==> src/rtl/alu_decode_stage.sv <==
// ALU decode stage: RV32I ADD/SUB/AND/ADDI/ANDI decoder.
// One-entry registered output with valid/ready backpressure and flush.
package alu_decode_pkg;
  typedef enum logic [2:0] {
    F3_ADD = 3'b000,
    F3_AND = 3'b111
  } alu_funct3_e;

  typedef enum logic [6:0] {
    F7_BASE = 7'h00,
    F7_NEG  = 7'h20
  } alu_funct7_e;

  typedef struct packed {
    alu_funct3_e funct3;
    alu_funct7_e funct7;
    logic [4:0]  rs1;
    logic [4:0]  rs2;
    logic [4:0]  rd;
    logic [31:0] imm;
    logic        use_imm;
    logic        we;
    logic        illegal;
  } id_ex_t;
endpackage

module alu_decode_stage
  import alu_decode_pkg::*;
#(
  parameter int XLEN = 32
) (
  input  logic            clk_i,
  input  logic            rst_i,
  input  logic [31:0]     instr_i,
  input  logic            in_valid_i,
  output logic            in_ready_o,
  input  logic            flush_i,
  output logic            out_valid_o,
  input  logic            out_ready_i,
  output alu_funct3_e     funct3_o,
  output alu_funct7_e     funct7_o,
  output logic [4:0]      rs1_o,
  output logic [4:0]      rs2_o,
  output logic [4:0]      rd_o,
  output logic [XLEN-1:0] imm_o,
  output logic            use_imm_o,
  output logic            we_o,
  output logic            illegal_o,
  output logic            illegal_seen_o
);

  logic [6:0] opc;
  logic [2:0] f3;
  logic [6:0] f7;
  logic       is_op;
  logic       is_opi;
  logic       accept;
  logic       consume;
  logic       valid_q;
  logic       seen_q;
  id_ex_t     dec;
  id_ex_t     q;

  assign opc    = instr_i[6:0];
  assign f3     = instr_i[14:12];
  assign f7     = instr_i[31:25];
  assign is_op  = (opc == 7'b0110011);
  assign is_opi = (opc == 7'b0010011);

  always_comb begin
    dec         = '0;
    dec.funct3  = F3_ADD;
    dec.funct7  = F7_BASE;
    dec.rs1     = instr_i[19:15];
    dec.rs2     = instr_i[24:20];
    dec.rd      = instr_i[11:7];
    dec.illegal = 1'b1;
    unique case (1'b1)
      is_op && f3 == 3'b000 && f7 == 7'h00: begin
        dec.illegal = 1'b0;
      end
      is_op && f3 == 3'b000 && f7 == 7'h20: begin
        dec.illegal = 1'b0;
        dec.funct7  = F7_NEG;
      end
      is_op && f3 == 3'b111 && f7 == 7'h00: begin
        dec.illegal = 1'b0;
        dec.funct3  = F3_AND;
      end
      is_opi && f3 == 3'b000: begin
        dec.illegal = 1'b0;
        dec.rs2     = '0;
        dec.use_imm = 1'b1;
        dec.imm     = {{20{instr_i[31]}}, instr_i[31:20]};
      end
      is_opi && f3 == 3'b111: begin
        dec.illegal = 1'b0;
        dec.funct3  = F3_AND;
        dec.rs2     = '0;
        dec.use_imm = 1'b1;
        dec.imm     = {{20{instr_i[31]}}, instr_i[31:20]};
      end
      default: begin
      end
    endcase
    // x0 is hardwired, so a write to it is suppressed
    dec.we = !dec.illegal && (dec.rd != 5'd0);
  end

  assign in_ready_o = !valid_q || out_ready_i;
  assign accept     = in_valid_i && in_ready_o;
  assign consume    = valid_q && out_ready_i;

  always_ff @(posedge clk_i or posedge rst_i) begin
    if (rst_i) begin
      valid_q <= 1'b0;
      seen_q  <= 1'b0;
      q       <= '0;
    end else if (flush_i) begin
      valid_q <= 1'b0;
    end else if (accept) begin
      valid_q <= 1'b1;
      q       <= dec;
      if (dec.illegal) seen_q <= 1'b1;
    end else if (consume) begin
      valid_q <= 1'b0;
    end
  end

  assign out_valid_o    = valid_q;
  assign funct3_o       = q.funct3;
  assign funct7_o       = q.funct7;
  assign rs1_o          = q.rs1;
  assign rs2_o          = q.rs2;
  assign rd_o           = q.rd;
  assign imm_o          = q.imm;
  assign use_imm_o      = q.use_imm;
  assign we_o           = q.we;
  assign illegal_o      = q.illegal;
  assign illegal_seen_o = seen_q;

endmodule

==> config.mk <==
export PLATFORM = sky130hd
export DESIGN_NAME = alu_decode_stage
export DESIGN_NICKNAME = d
export VERILOG_FILES = /design/src/rtl/alu_decode_stage.sv
export SDC_FILE = /design/constraint.sdc
export NUM_CORES = 1
export LEC_CHECK = 0
export CAP_MARGIN = 20
export CORE_AREA = 8 8 79 81
export CTS_CLUSTER_DIAMETER = 80
export DETAILED_ROUTE_END_ITERATION = 6
export DIE_AREA = 0 0 87 89
export DONT_BUFFER_PORTS = 1
export HOLD_SLACK_MARGIN = 0.15
export PLACE_DENSITY = 0.52
export SYNTH_ARGS = -nofsm -noshare
export SYNTH_HDL_FRONTEND = slang
export SYNTH_SLANG_ARGS = --single-unit
==> constraint.sdc <==
create_clock -name clk_i -period 1.6 [get_ports clk_i]
set_input_delay 0 -clock clk_i [delete_from_list [all_inputs] [get_ports clk_i]]
set_output_delay 0 -clock clk_i [all_outputs]
set_load 0.02 [all_outputs]
Word-level counts from Yosys, hierarchy flattened
Cells that the tools add are included.
- bits of input ports: 37
- register bits after elaboration: 62
- word-level logic and storage cells: 46
- output and inout port bits: 63
- reductions and logical operators: 21
- mux-type cells: 8
- bitwise operators: 2
- eq/ne operators: 4
- operator list (kind ; number):
    2-to-1 mux 33 bit ; 1
    == test 7 x 6 -> 1 bit (second input constant) ; 2
    logical AND 1 bit ; 10
    == test 7 x 5 -> 1 bit (second input constant) ; 1
    zero test 7 bit ; 1
    2-to-1 mux 6 bit ; 1
    2-to-1 mux 5 bit ; 1
    nonzero test 5 bit ; 1
    OR reduction 5 bit ; 1
    2-to-1 mux 1 bit ; 4
    OR reduction 2 bit ; 2
    == test 3 bit (second input constant) ; 1
    zero test 3 bit ; 1
    2-to-1 mux 3 bit ; 1
    AND reduction 3 bit ; 1
    nonzero test 3 bit ; 1
    NOT 1 bit ; 2
    AND reduction 2 bit ; 1
    zero test 1 bit ; 1
    logical OR 1 bit ; 1

Depth between registers and ports, before layout
- depth after elaboration: 6
- gate-level depth with buffers: 5
- depth with buffers taken out: 4

Least setup slack after synthesis
OpenSTA, ideal clock, no wires.
- path type: flip-flop to flip-flop
- start: register valid_q (netlist: out_valid_o)
- end: register q (netlist bit funct7_o[5])
- cell stages (with the launch flop): 6
- buffers on the path: 1
- clock period less this slack: 1.561 ns
- library setup time: 0.120 ns
- required time: 1.480 ns
- setup slack: 0.039 ns
- arrival time: 1.440 ns
- cells stage by stage: dfrtp_1 nor2b_1 inv_1 clkbuf_1 a21boi_0 a41o_1
- word-level cells in the longest chain between the ends: 4
- RTL lines (what ; line ; source):
    start: declaration ; 59 ; logic valid_q;
    start signal: assignment ; 116 ; valid_q <= 1'b0;
    start signal: assignment ; 120 ; valid_q <= 1'b0;
    start signal: assignment ; 122 ; valid_q <= 1'b1;
    zero test 1 bit ; 110 ; assign in_ready_o = !valid_q || out_ready_i;
    logical OR 1 bit ; 110 ;
    named net in_ready_o ; 36 ; output logic in_ready_o,
    logical AND 1 bit ; 111 ; assign accept = in_valid_i && in_ready_o;
    AND reduction 2 bit (no source line) ; - ;
    end signal: assignment ; 118 ; q <= '0;
    end signal: assignment ; 123 ; q <= dec;
    end: declaration ; 62 ; id_ex_t q;
The timed path passes the listed nets, and every way through them passes these cells.
A chain may end at the register's enable or synchronous reset.

Final worst setup path
- start: input instr_i[12]
- end: register q (netlist bit rs2_o[3])
- word-level cells in the longest chain between the ends: 4
- elaborated cells between the ends (all ways): 6
- those cells by class: eq/ne (1); mux (1); reduce/logical (4)
- RTL lines (what ; line ; source):
    start: declaration ; 34 ; input logic [31:0] instr_i,
    == test 3 bit / zero test 3 bit (equally long branches) ; 96, 90 ;
    logical AND 1 bit, on equally long branches ; 96, 90 ;
    OR reduction 2 bit (no source line) * ; - ;
    2-to-1 mux 5 bit * ; 78 ; unique case (1'b1)
Mark *: on every way between the ends. The rest lies on a longest branch, timed or not.

==> metrics.yaml <==
outcome: "completed"
power_density_mw_per_mm2: 932
cts_tree: "done"
final-setup-viol-count: 0
num_vias: 1167
cts_buffer_depth: 2
port_buffers: 0
start_util: 0.341
numCtsBuffers: 5
path_buf_inv: 1
cts_resized: 0
wl_um: 4570
ys.flop_type: "dfrtp_1"
cts_root_buf: "clkbuf_8"
grt_pass1_wl_um: 7290
period_minus_slack_ps: 1480
start_kind: "input pin"
grt_start_max_net_pins: 22
synth_edf_count: 0
diodes: 0
cp_slowest_cell: "dlygate4sd3_1"
ys_seq_elements: 34
num-nets-final: 200
hold_path_class: "in2reg"
avgSynthCellArea_um2: 12.0
ys_warn_count: 0
cp_max_fo: 5
io_pins: 100
max-slew-margin-rel: 0.600
critical-path-top-delay-family: "compound AO/OA/AOI/OAI gates"
dp_cells: 195
hold-worst-slack_ps: 169
clock_latency_ps: 280
drv_slew: 0
ant_nets: 0
syn_to_final_growth_pct: 23.1
dieArea_mm2: 0.00774
final_hold_viol_count: 0
grt-ovfl-total: 0
htreeDepth: 2
grt_pass1_vias: 1376
fin_crit_sh: 0.925
place_congestion: 0.813
drive_gt1_frac: 0.280
synthTopCellsByArea: "dfrtp_1 50%, buf_4 12%, mux2_2 6.0%"
p_leak_nw: 0.926
syn-cell-area_mm2: 0.00170
drtPass1Iterations: 4
grtUsageTotal: 0.124
tightest_slew_ps: 600
crit_type: "in2reg"
die_h_um: 89
remaining_drc_errors: 0
path_clk_slew_ps: 70
wl_per_cell_um: 19.5
ys_seq_area_frac: 0.501
netlist.area_leader.share: 0.501
peakVddDrop_v: 0.000607
dp_hpwl_um: 3400
arrival_ps: 1630
synth_top_area_cell: "dfrtp_1"
antenna_found_initial: 0
syn_inst: 142
cts_num_sinks: 34
max_freq_mhz: 676
fp-row-count: 26
core_area_mm2: 0.00498
synthArstFlopShare: 1.00
cap_violations: 0
crit_chain: "dlygate4sd3_1, or3_4, a2111oi_4, o2bb2ai_1"
cp-end-kind: "flip-flop"
synth.distinct_cells: 32
cp.required_ps: 1750
final.setup_skew_ps: 5.68
tns_ps: 0
die_x_um: 87
rsz0062_at_grt: "no"
drtIter0Drc: 37
viasPerCell: 4.99
post_layout_nonfiller_instances: 234
critPathMaxStageDelay_ps: 580
-- synthesized netlist by cell type (2+ instances only) --
cell type and count:
a21boi_0 2, a21oi_1 2, a31oi_1 2, a32o_1 6, a32o_2 7, a41o_1 2
buf_2 3, buf_4 28, clkbuf_1 3, dfrtp_1 34, inv_1 3, mux2_2 9
nand2_1 3, nand3_1 6, nor2_1 7, nor2b_1 2, nor3_1 3, o2bb2ai_1 5
or2_2 2
-- cell families (layout without fill, tap and decap cells) --
family / Yosys count / in the layout / share of synthesized area
AO/OA/AOI/OAI: 32 / 32 / 0.192
flip-flops: 34 / 34 / 0.501
multiplexers: 10 / 10 / 0.0663
AND/OR/NAND/NOR: 27 / 27 / 0.0855
buffers and inverters: 38 / 55 / 0.153
other: 1 / 6 / 0.00221
-- metal layers --
| layer | wire length [um] | vias to the layer above | global-route usage | share of wire |
|---|---|---|---|---|
| li1 | - | 525 | - | - |
| met1 | 1680 | 578 | 0.127 | 0.37 |
| met2 | 2340 | 54 | 0.220 | 0.51 |
| met3 | 459 | 10 | 0.0561 | 0.10 |
| met4 | 92 | 0 | 0.0454 | 0.020 |
| met5 | 0 | - | 0 | 0 |
-- cells in the final DEF, fill, tap and decap left out, types with 2 or more instances in the layout --
master,Yosys,final
o2bb2ai_1,5,5
a41o_1,2,2
dfrtp_1,34,33
clkbuf_8,0,6
conb_1,1,6
inv_1,3,3
a21oi_1,2,2
nor3_1,3,2
mux2_2,9,9
or2_2,2,2
buf_12,0,2
a32o_2,7,7
a32o_1,6,6
a21boi_0,2,2
a31oi_1,2,2
nand3_1,6,6
nor2_1,7,7
dlygate4sd3_1,0,31
nor2b_1,2,2
buf_4,28,11
nand2_1,3,3
-- where the power goes --
group	switching (W)	internal, W
sequential	0.000127	0.000923
clock	0.000296	0.000347
combinational	0.000123	0.000131
-- per-stage QoR --
stage | util | setup WS [ps] | total power, W | instance area, um2
after floorplan | - | 39.4 | 0.00120 | 1720
after global placement | 0.339 | 280 | 0.00124 | 1690
after detailed placement | 0.339 | 213 | 0.00125 | 1690
after CTS | 0.420 | 110 | 0.00198 | 2090
after global routing | 0.420 | 25.8 | 0.00205 | 2090
final | 0.420 | 120 | 0.00195 | 2090
-- tightest hold or removal path: stages --
cell and delay (ps):
nor2b_1 120, nand2_1 140, mux2_1 150
-- sequential cells by signal, summed over array words and instances, names as in the netlist --
name / count
out_valid_o: 1
illegal_seen_o: 1
we_o: 1
funct7_o: 1
use_imm_o: 1
rs2_o: 5
imm_o: 12
illegal_o: 1
funct3_o: 1
rs1_o: 5
rd_o: 5
-- path summary, 6_finish.rpt --
check / slack (ps) / end / from / depth (start not counted)
max reg2reg: 150 / out_valid_o$_DFFE_PP0P_ / out_valid_o$_DFFE_PP0P_ / 4
min reg2reg: 540 / funct3_o[1]$_DFFE_PP0P_ / funct3_o[1]$_DFFE_PP0P_ / 1
min in group asynchronous: 240 / rs2_o[3]$_DFFE_PP0P_ / rst_i / 2
max in group asynchronous: 840 / imm_o[10]$_DFFE_PP0P_ / rst_i / 3
max: 120 / rs2_o[3]$_DFFE_PP0P_ / instr_i[12] / 4
min: 170 / rd_o[2]$_DFFE_PP0P_ / in_valid_i / 3
-- area by class of cell --
cell class	instances	area [um2]
multi-input cells	75	612
repair buffers	44	433
well taps	70	87.6
fillers	470	2890
flip-flops and latches	34	855
inverters	3	11.3
clock buffers	7	86.3
clock inverters	1	5.00
-- timing repair --
action / CTS / global route
hold buffers: 31 / 0
setup buffers: 0 / 0
endpoints found under the hold margin: 68 / 0
No activity file was read; power rests on OpenSTA's default activity.
